`src/rtl/id_stage.sv`:
```
// id_stage: decode stage of the five-stage MIPS pipeline.
// Decodes addu/subu/ori/lui/lw/sw/beq/jal/jr. It owns the 32x32 register file,
// resolves branches and jumps in D, forwards ALU results from M, detects
// read-after-write hazards, and registers the decoded fields into D/E.
// Optional macro ID_WB_BYPASS_EN: when it is defined, register reads see a W-stage write
// in the same cycle (write-through). When it is undefined, a W-stage
// dependency stalls for one cycle instead.
module id_stage #(
    parameter logic [31:0] RESET_PC = 32'h00003000
) (
    input  logic        clk,
    input  logic        reset,
    input  logic [31:0] D_instruc,
    input  logic [31:0] D_PC,
    input  logic [31:0] F_PC,
    input  logic [4:0]  E_waddr,
    input  logic        E_wen,
    input  logic        E_is_load,
    input  logic [4:0]  M_waddr,
    input  logic        M_wen,
    input  logic        M_is_load,
    input  logic [31:0] M_wdata,
    input  logic        W_we,
    input  logic [4:0]  W_waddr,
    input  logic [31:0] W_wdata,
    output logic [31:0] F_NPC,
    output logic        stall,
    output logic [31:0] DE_instruc,
    output logic [31:0] DE_PC,
    output logic [31:0] DE_rs_val,
    output logic [31:0] DE_rt_val,
    output logic [31:0] DE_imm32,
    output logic [4:0]  DE_waddr,
    output logic        DE_wen,
    output logic        DE_is_load
);
    localparam logic [5:0] OP_RTYPE = 6'h00;
    localparam logic [5:0] OP_JAL   = 6'h03;
    localparam logic [5:0] OP_BEQ   = 6'h04;
    localparam logic [5:0] OP_ORI   = 6'h0D;
    localparam logic [5:0] OP_LUI   = 6'h0F;
    localparam logic [5:0] OP_LW    = 6'h23;
    localparam logic [5:0] OP_SW    = 6'h2B;
    localparam logic [5:0] FN_JR    = 6'h08;
    localparam logic [5:0] FN_ADDU  = 6'h21;
    localparam logic [5:0] FN_SUBU  = 6'h23;

    logic [5:0]  op, funct;
    logic [4:0]  rs, rt, rd;
    logic [15:0] imm16;
    logic [31:0] imm_sext;

    assign op       = D_instruc[31:26];
    assign rs       = D_instruc[25:21];
    assign rt       = D_instruc[20:16];
    assign rd       = D_instruc[15:11];
    assign imm16    = D_instruc[15:0];
    assign funct    = D_instruc[5:0];
    assign imm_sext = {{16{imm16[15]}}, imm16};

    logic is_addu, is_subu, is_ori, is_lui, is_lw, is_sw, is_beq, is_jal, is_jr;
    assign is_addu = (op == OP_RTYPE) && (funct == FN_ADDU);
    assign is_subu = (op == OP_RTYPE) && (funct == FN_SUBU);
    assign is_jr   = (op == OP_RTYPE) && (funct == FN_JR);
    assign is_ori  = (op == OP_ORI);
    assign is_lui  = (op == OP_LUI);
    assign is_lw   = (op == OP_LW);
    assign is_sw   = (op == OP_SW);
    assign is_beq  = (op == OP_BEQ);
    assign is_jal  = (op == OP_JAL);

    // Operand use classes. Early operands are consumed in D by branch resolution.
    logic early_rs, early_rt, use_rs, use_rt;
    assign early_rs = is_beq | is_jr;
    assign early_rt = is_beq;
    assign use_rs   = early_rs | is_addu | is_subu | is_ori | is_lw | is_sw;
    assign use_rt   = early_rt | is_addu | is_subu | is_sw;

    logic [4:0]  waddr_dec;
    logic [31:0] imm_dec;
    logic        wen_dec;

    // Destination register and immediate/link value of the instruction in D
    always_comb begin
        waddr_dec = 5'd0;
        imm_dec   = 32'd0;
        if (is_addu || is_subu)             waddr_dec = rd;
        else if (is_ori || is_lui || is_lw) waddr_dec = rt;
        else if (is_jal)                    waddr_dec = 5'd31;
        if (is_ori)                         imm_dec = {16'd0, imm16};
        else if (is_lw || is_sw || is_beq)  imm_dec = imm_sext;
        else if (is_lui)                    imm_dec = {imm16, 16'd0};
        else if (is_jal)                    imm_dec = D_PC + 32'd8;
    end
    assign wen_dec = (waddr_dec != 5'd0);

    logic [31:0] rf_q [32];

    // Register file: a synchronous clear, then writes to $0 are dropped
    always_ff @(posedge clk) begin
        if (reset) begin
            for (int i = 0; i < 32; i++) rf_q[i] <= 32'd0;
        end else if (W_we && (W_waddr != 5'd0)) begin
            rf_q[W_waddr] <= W_wdata;
        end
    end

    logic [31:0] rs_rf, rt_rf, rs_val, rt_val;

    // Raw register-file read, optionally with W-stage write-through
    always_comb begin
        rs_rf = rf_q[rs];
        rt_rf = rf_q[rt];
`ifdef ID_WB_BYPASS_EN
        if (W_we && (W_waddr == rs)) rs_rf = W_wdata;
        if (W_we && (W_waddr == rt)) rt_rf = W_wdata;
`endif
    end

    // Operand selection: $0, then the M-stage ALU forward, then the register file
    always_comb begin
        if (rs == 5'd0)                                      rs_val = 32'd0;
        else if (M_wen && !M_is_load && (M_waddr == rs))     rs_val = M_wdata;
        else                                                 rs_val = rs_rf;
        if (rt == 5'd0)                                      rt_val = 32'd0;
        else if (M_wen && !M_is_load && (M_waddr == rt))     rt_val = M_wdata;
        else                                                 rt_val = rt_rf;
    end

    function automatic logic hit(input logic used, input logic [4:0] a, input logic [4:0] w);
        return used && (a != 5'd0) && (a == w);
    endfunction

    logic stall_c;

    // RAW hazard detection: values that are not yet available when D needs them
    always_comb begin
        stall_c = 1'b0;
        if (E_wen && (hit(early_rs, rs, E_waddr) || hit(early_rt, rt, E_waddr)))
            stall_c = 1'b1;
        if (M_wen && M_is_load && (hit(early_rs, rs, M_waddr) || hit(early_rt, rt, M_waddr)))
            stall_c = 1'b1;
        if (E_wen && E_is_load && (hit(use_rs, rs, E_waddr) || hit(use_rt, rt, E_waddr)))
            stall_c = 1'b1;
`ifndef ID_WB_BYPASS_EN
        if (W_we && (hit(use_rs, rs, W_waddr) || hit(use_rt, rt, W_waddr)))
            stall_c = 1'b1;
`endif
    end
    assign stall = stall_c;

    // Next fetch PC. The delay slot at F_PC is already in flight.
    always_comb begin
        F_NPC = F_PC + 32'd4;
        if (is_beq && (rs_val == rt_val) && !stall_c)
            F_NPC = D_PC + 32'd4 + {imm_sext[29:0], 2'b00};
        else if (is_jal)
            F_NPC = {D_PC[31:28], D_instruc[25:0], 2'b00};
        else if (is_jr && !stall_c)
            F_NPC = rs_val;
    end

    logic [31:0] de_instruc_q, de_pc_q, de_rs_q, de_rt_q, de_imm_q;
    logic [4:0]  de_waddr_q;
    logic        de_wen_q, de_is_load_q;

    // D/E register: a bubble on reset or stall, otherwise the decoded instruction
    always_ff @(posedge clk) begin
        if (reset || stall_c) begin
            de_instruc_q <= 32'd0;
            de_pc_q      <= RESET_PC;
            de_rs_q      <= 32'd0;
            de_rt_q      <= 32'd0;
            de_imm_q     <= 32'd0;
            de_waddr_q   <= 5'd0;
            de_wen_q     <= 1'b0;
            de_is_load_q <= 1'b0;
        end else begin
            de_instruc_q <= D_instruc;
            de_pc_q      <= D_PC;
            de_rs_q      <= rs_val;
            de_rt_q      <= rt_val;
            de_imm_q     <= imm_dec;
            de_waddr_q   <= waddr_dec;
            de_wen_q     <= wen_dec;
            de_is_load_q <= is_lw;
        end
    end

    assign DE_instruc = de_instruc_q;
    assign DE_PC      = de_pc_q;
    assign DE_rs_val  = de_rs_q;
    assign DE_rt_val  = de_rt_q;
    assign DE_imm32   = de_imm_q;
    assign DE_waddr   = de_waddr_q;
    assign DE_wen     = de_wen_q;
    assign DE_is_load = de_is_load_q;

endmodule

```
`config.mk`:
```
export PLATFORM = sky130hd
export DESIGN_NAME = id_stage
export DESIGN_NICKNAME = d
export VERILOG_FILES = /design/src/rtl/id_stage.sv
export SDC_FILE = /design/constraint.sdc
export NUM_CORES = 2
export LEC_CHECK = 0
export CORE_MARGIN = 5
export CORE_UTILIZATION = 60
export DETAILED_ROUTE_END_ITERATION = 16
export PLACE_DENSITY = 0.82
export REMOVE_ABC_BUFFERS = 1
export SLEW_MARGIN = 5
export SYNTH_ARGS = -nofsm -noshare
export SYNTH_HDL_FRONTEND = slang
export SYNTH_SLANG_ARGS = --single-unit
```
`constraint.sdc`:
```
create_clock -name clk -period 7.57 [get_ports clk]
set_input_delay 1.514 -clock clk [delete_from_list [all_inputs] [get_ports clk]]
set_output_delay 1.514 -clock clk [all_outputs]
set_load 0.05 [all_outputs]
```
==> impl_results.md <==
- Total setup buffers inserted after CTS: 0
- Required time worst endpoint: 6.06 ns
- Area overhead of the layout relative to synthesis: 16.3%
- Number of placed instances with taps included: 6,365
- Clock transition at the registers of the reported paths: 0.06 ns
- Via density per instance: 7.26
- Fraction of the yosys area taken by sequential cells: 53.2%
- Fraction of layout cells with a size suffix above 1: 21.0%
- Critical path start-end classification: in2out
- Vias after detailed routing: 47,900
- Max_slew headroom: 5.45%
- Vias in the first global route: 46,900
- Worst flop-to-flop path startpoint: rf_q[13][22]$_SDFFCE_PN0P_
- Final Cycle Share: 100%
- Wire length of the first global-routing pass: 338,000 µm
- Initial Util: 60.2%
- Top-level port count: 382
- Hold crit path type: reg2reg
- Actual slew at the worst max-slew pin: 1.38 ns
- Post-route insts no fill: 6,600
- Total number of yosys warnings: 0
- Layout net count: 5,324
- CTS H-tree depth: 3
- Total global routing track utilization: 42.2%
- Avg Synthesized Cell Area: 13.6 µm²
- Data arrival time at the worst-slack endpoint: 6.06 ns
- TritonCTS clock tree: built
- Residual DRC count: 0
- Max cap viols: 0
- Share of flip-flops with an asynchronous set or reset: 0%
- TritonRoute pass-1 iters: 8
- Row count: 120
- Violations in the final reports: setup timing
- Final Slew Violations: 0
- Synth top area share: 48.0%
- Status: finished with violations
- Worst clock skew: 0.0265 ns
- Peak VDD IR: 0.245 mV
- Reg2reg setup slack: 4.71 ns
- Worst hold endpoint: DE_rt_val[17]$_SDFF_PP0_
- Number of antenna violations at the first check in global routing: 28
- Chip Height: 337 µm
- Final core occ: 70.0%
- Setup Viol. Count Final: 1
- Endpoint of the worst register-to-register path: DE_rs_val[22]$_SDFF_PP0_
- Final number of hold-violating endpoints: 0
- Kind of start point of the critical path: input pin
- Wire length per cell after detailed routing: 36.8 µm
- Leakage power summed over all cells: 27.0 nW
- Number of CTS-inserted buffers: 118
- Number of nets with antenna violations after detailed routing: 0
- Maximum buffer depth of the clock tree: 3
- Source of the worst hold timing path: rf_q[19][17]$_SDFFCE_PN0P_
- Cell count of the worst hold path: 6
- F_max: 0.132 GHz
- Root buffer selected by CTS: clkbuf_16
- Leading area contributor after synthesis: edfxtp_1
- Final Wtd Congestion: 1.01
- Post-CTS Resized: 0
- Cell area power density: 221 nW/µm²
- Mapped Cells: 4,701
- Endpoint type of the worst setup path: output pin
- Top area cells in the synthesized netlist: edfxtp_1 (48%), mux4_2 (17%), and2_1 (10%)
- First element of the critical path: D_instruc[21]
- Main synth FF type: edfxtp_1
- Largest fanout on the critical path: 32
- Length in cells of the worst reg-to-reg path: 7
- Number of port buffers: 381
- Number of library cell types mapped by synthesis: 81
- Shortest period the worst path allows: 7.58 ns
- First-iteration detailed-routing DRC count: 8,790
- Die area: 114,000 µm²
- Hold-fix buffer count after cts: 0
- Area of the mapped netlist: 64,100 µm²
- Pin count of the biggest net entering global routing: 60
- Wire length reported by the detailed router: 243,000 µm
- Later-pin clock latency in the skew report: 0.75 ns
- Die Width: 337 µm
- Number of enable-type register cells in the synthesized netlist: 1,024
- Unrepaired setup endpoints after global routing: false
- Final setup margin: -0.00509 ns
- Synthesis-stage register bit count: 1,191
- Standard cell core area: 107,000 µm²
- Post-detailed-placement half-perimeter wirelength: 159,000 µm
- Overall overflow remaining after global route: 0
- CTS sink count: 1,191
[cells in the final DEF, fill, tap and decap left out, drive strengths merged, types with 116 or more instances in the layout]
cell type / netlist / layout
a21oi: 116 / 116
and2: 1068 / 1068
buf: 120 / 335
clkbuf: 322 / 157
clkdlybuf4s50: 0 / 337
dfxtp: 167 / 167
edfxtp: 1024 / 1024
mux2i: 214 / 214
mux4: 476 / 476
nand2: 137 / 137
nor2: 222 / 222
[cells by family after synthesis]
family | after synthesis | synth area share (%)
fa+ha+maj | 60 | 1.18
compound gates | 517 | 5.62
flops | 1191 | 53.2
simple gates | 1623 | 14.4
xor+xnor | 141 | 1.93
other cells | 1 | 0.00585
mux | 707 | 20.4
buf+inv | 461 | 3.29
[cell usage after synthesis (all sizes together), types with 11 or more instances]
cell    instances
and2         1068
edfxtp       1024
mux4          476
clkbuf        322
nor2          222
mux2i         214
dfxtp         167
nand2         137
buf           120
a21oi         116
xnor2          90
a211oi         71
a22oi          62
ha             59
o21ai          55
xor2           51
a221oi         50
nand3          44
or2            35
o22ai          30
and3           20
inv            19
nor2b          19
nand4          18
o221ai         18
mux2           17
a21o           15
nor3           12
nor4           12
o211ai         12
a32o           11
a32oi          11
[per-layer routing]
metal	routed length, µm	track usage (%)	share of wire, %	vias up
li1	-	-	-	18500
met1	73100	49.5	30	23000
met2	103000	61.4	42	5061
met3	42500	18.8	18	1363
met4	23700	31.7	9.8	24
met5	197	0	0.081	-
[sequential cells by signal (all words and copies together), names as in the netlist]
name and count:
DE_instruc 32, DE_rt_val 32, DE_waddr 5, DE_rs_val 32
DE_PC 32, DE_is_load 1, DE_imm32 32, rf_q 1024
DE_wen 1
[where the power goes]
part	internal, mW	switching [mW]
registers	7.49	0.190
clock network	3.31	2.60
logic	1.11	1.78
[critical path: stages]
cell       delay [ns]
buf_8            0.33
buf_12           0.32
mux2i_1          0.15
a22oi_1          0.25
a21oi_1          0.19
a2111oi_0        1.17
o31ai_1          0.25
xnor2_1          0.23
nand4_1          0.19
nor4_2           0.32
nand4_1          0.25
buf_12           0.27
mux2_4           0.33
buf_4            0.19
[how the worst max path moves through the flow]
stage                endpoint  slack [ns]
global route        F_NPC[22]        0.01
finish              F_NPC[29]      -0.005
floorplan           F_NPC[10]       -1.41
global placement    F_NPC[31]        0.26
detailed placement  F_NPC[29]        0.21
CTS                 F_NPC[29]        0.18
[through the flow]
stage / power, mW / hold WS [ns] / TNS [ns] / setup WS [ns] / cell area, µm²
final: 16.5 / 1.03 / -0.00509 / -0.00509 / 74600
after global routing: 16.8 / 1.12 / 0 / 0.0121 / 74600
after CTS: 16.3 / 1.02 / 0 / 0.178 / 74600
after detailed placement: 10.5 / 1.01 / 0 / 0.205 / 70700
after global placement: 10.5 / 0.998 / 0 / 0.256 / 70700
after floorplan: 9.10 / 0.744 / -42.22 / -1.41 / 62200
[area by class of cell]
cell class | instances | area, µm²
Tap cell | 1403 | 1760
Clock buffer | 157 | 3290
Sequential cell | 1191 | 34100
Inverter | 19 | 71.3
Antenna cell | 16 | 40.0
Clock inverter | 62 | 532
Fill cell | 7002 | 32000
Timing Repair Buffer | 672 | 6640
Multi-Input combinational cell | 3080 | 28200
(Power assumes the default switching activity.)
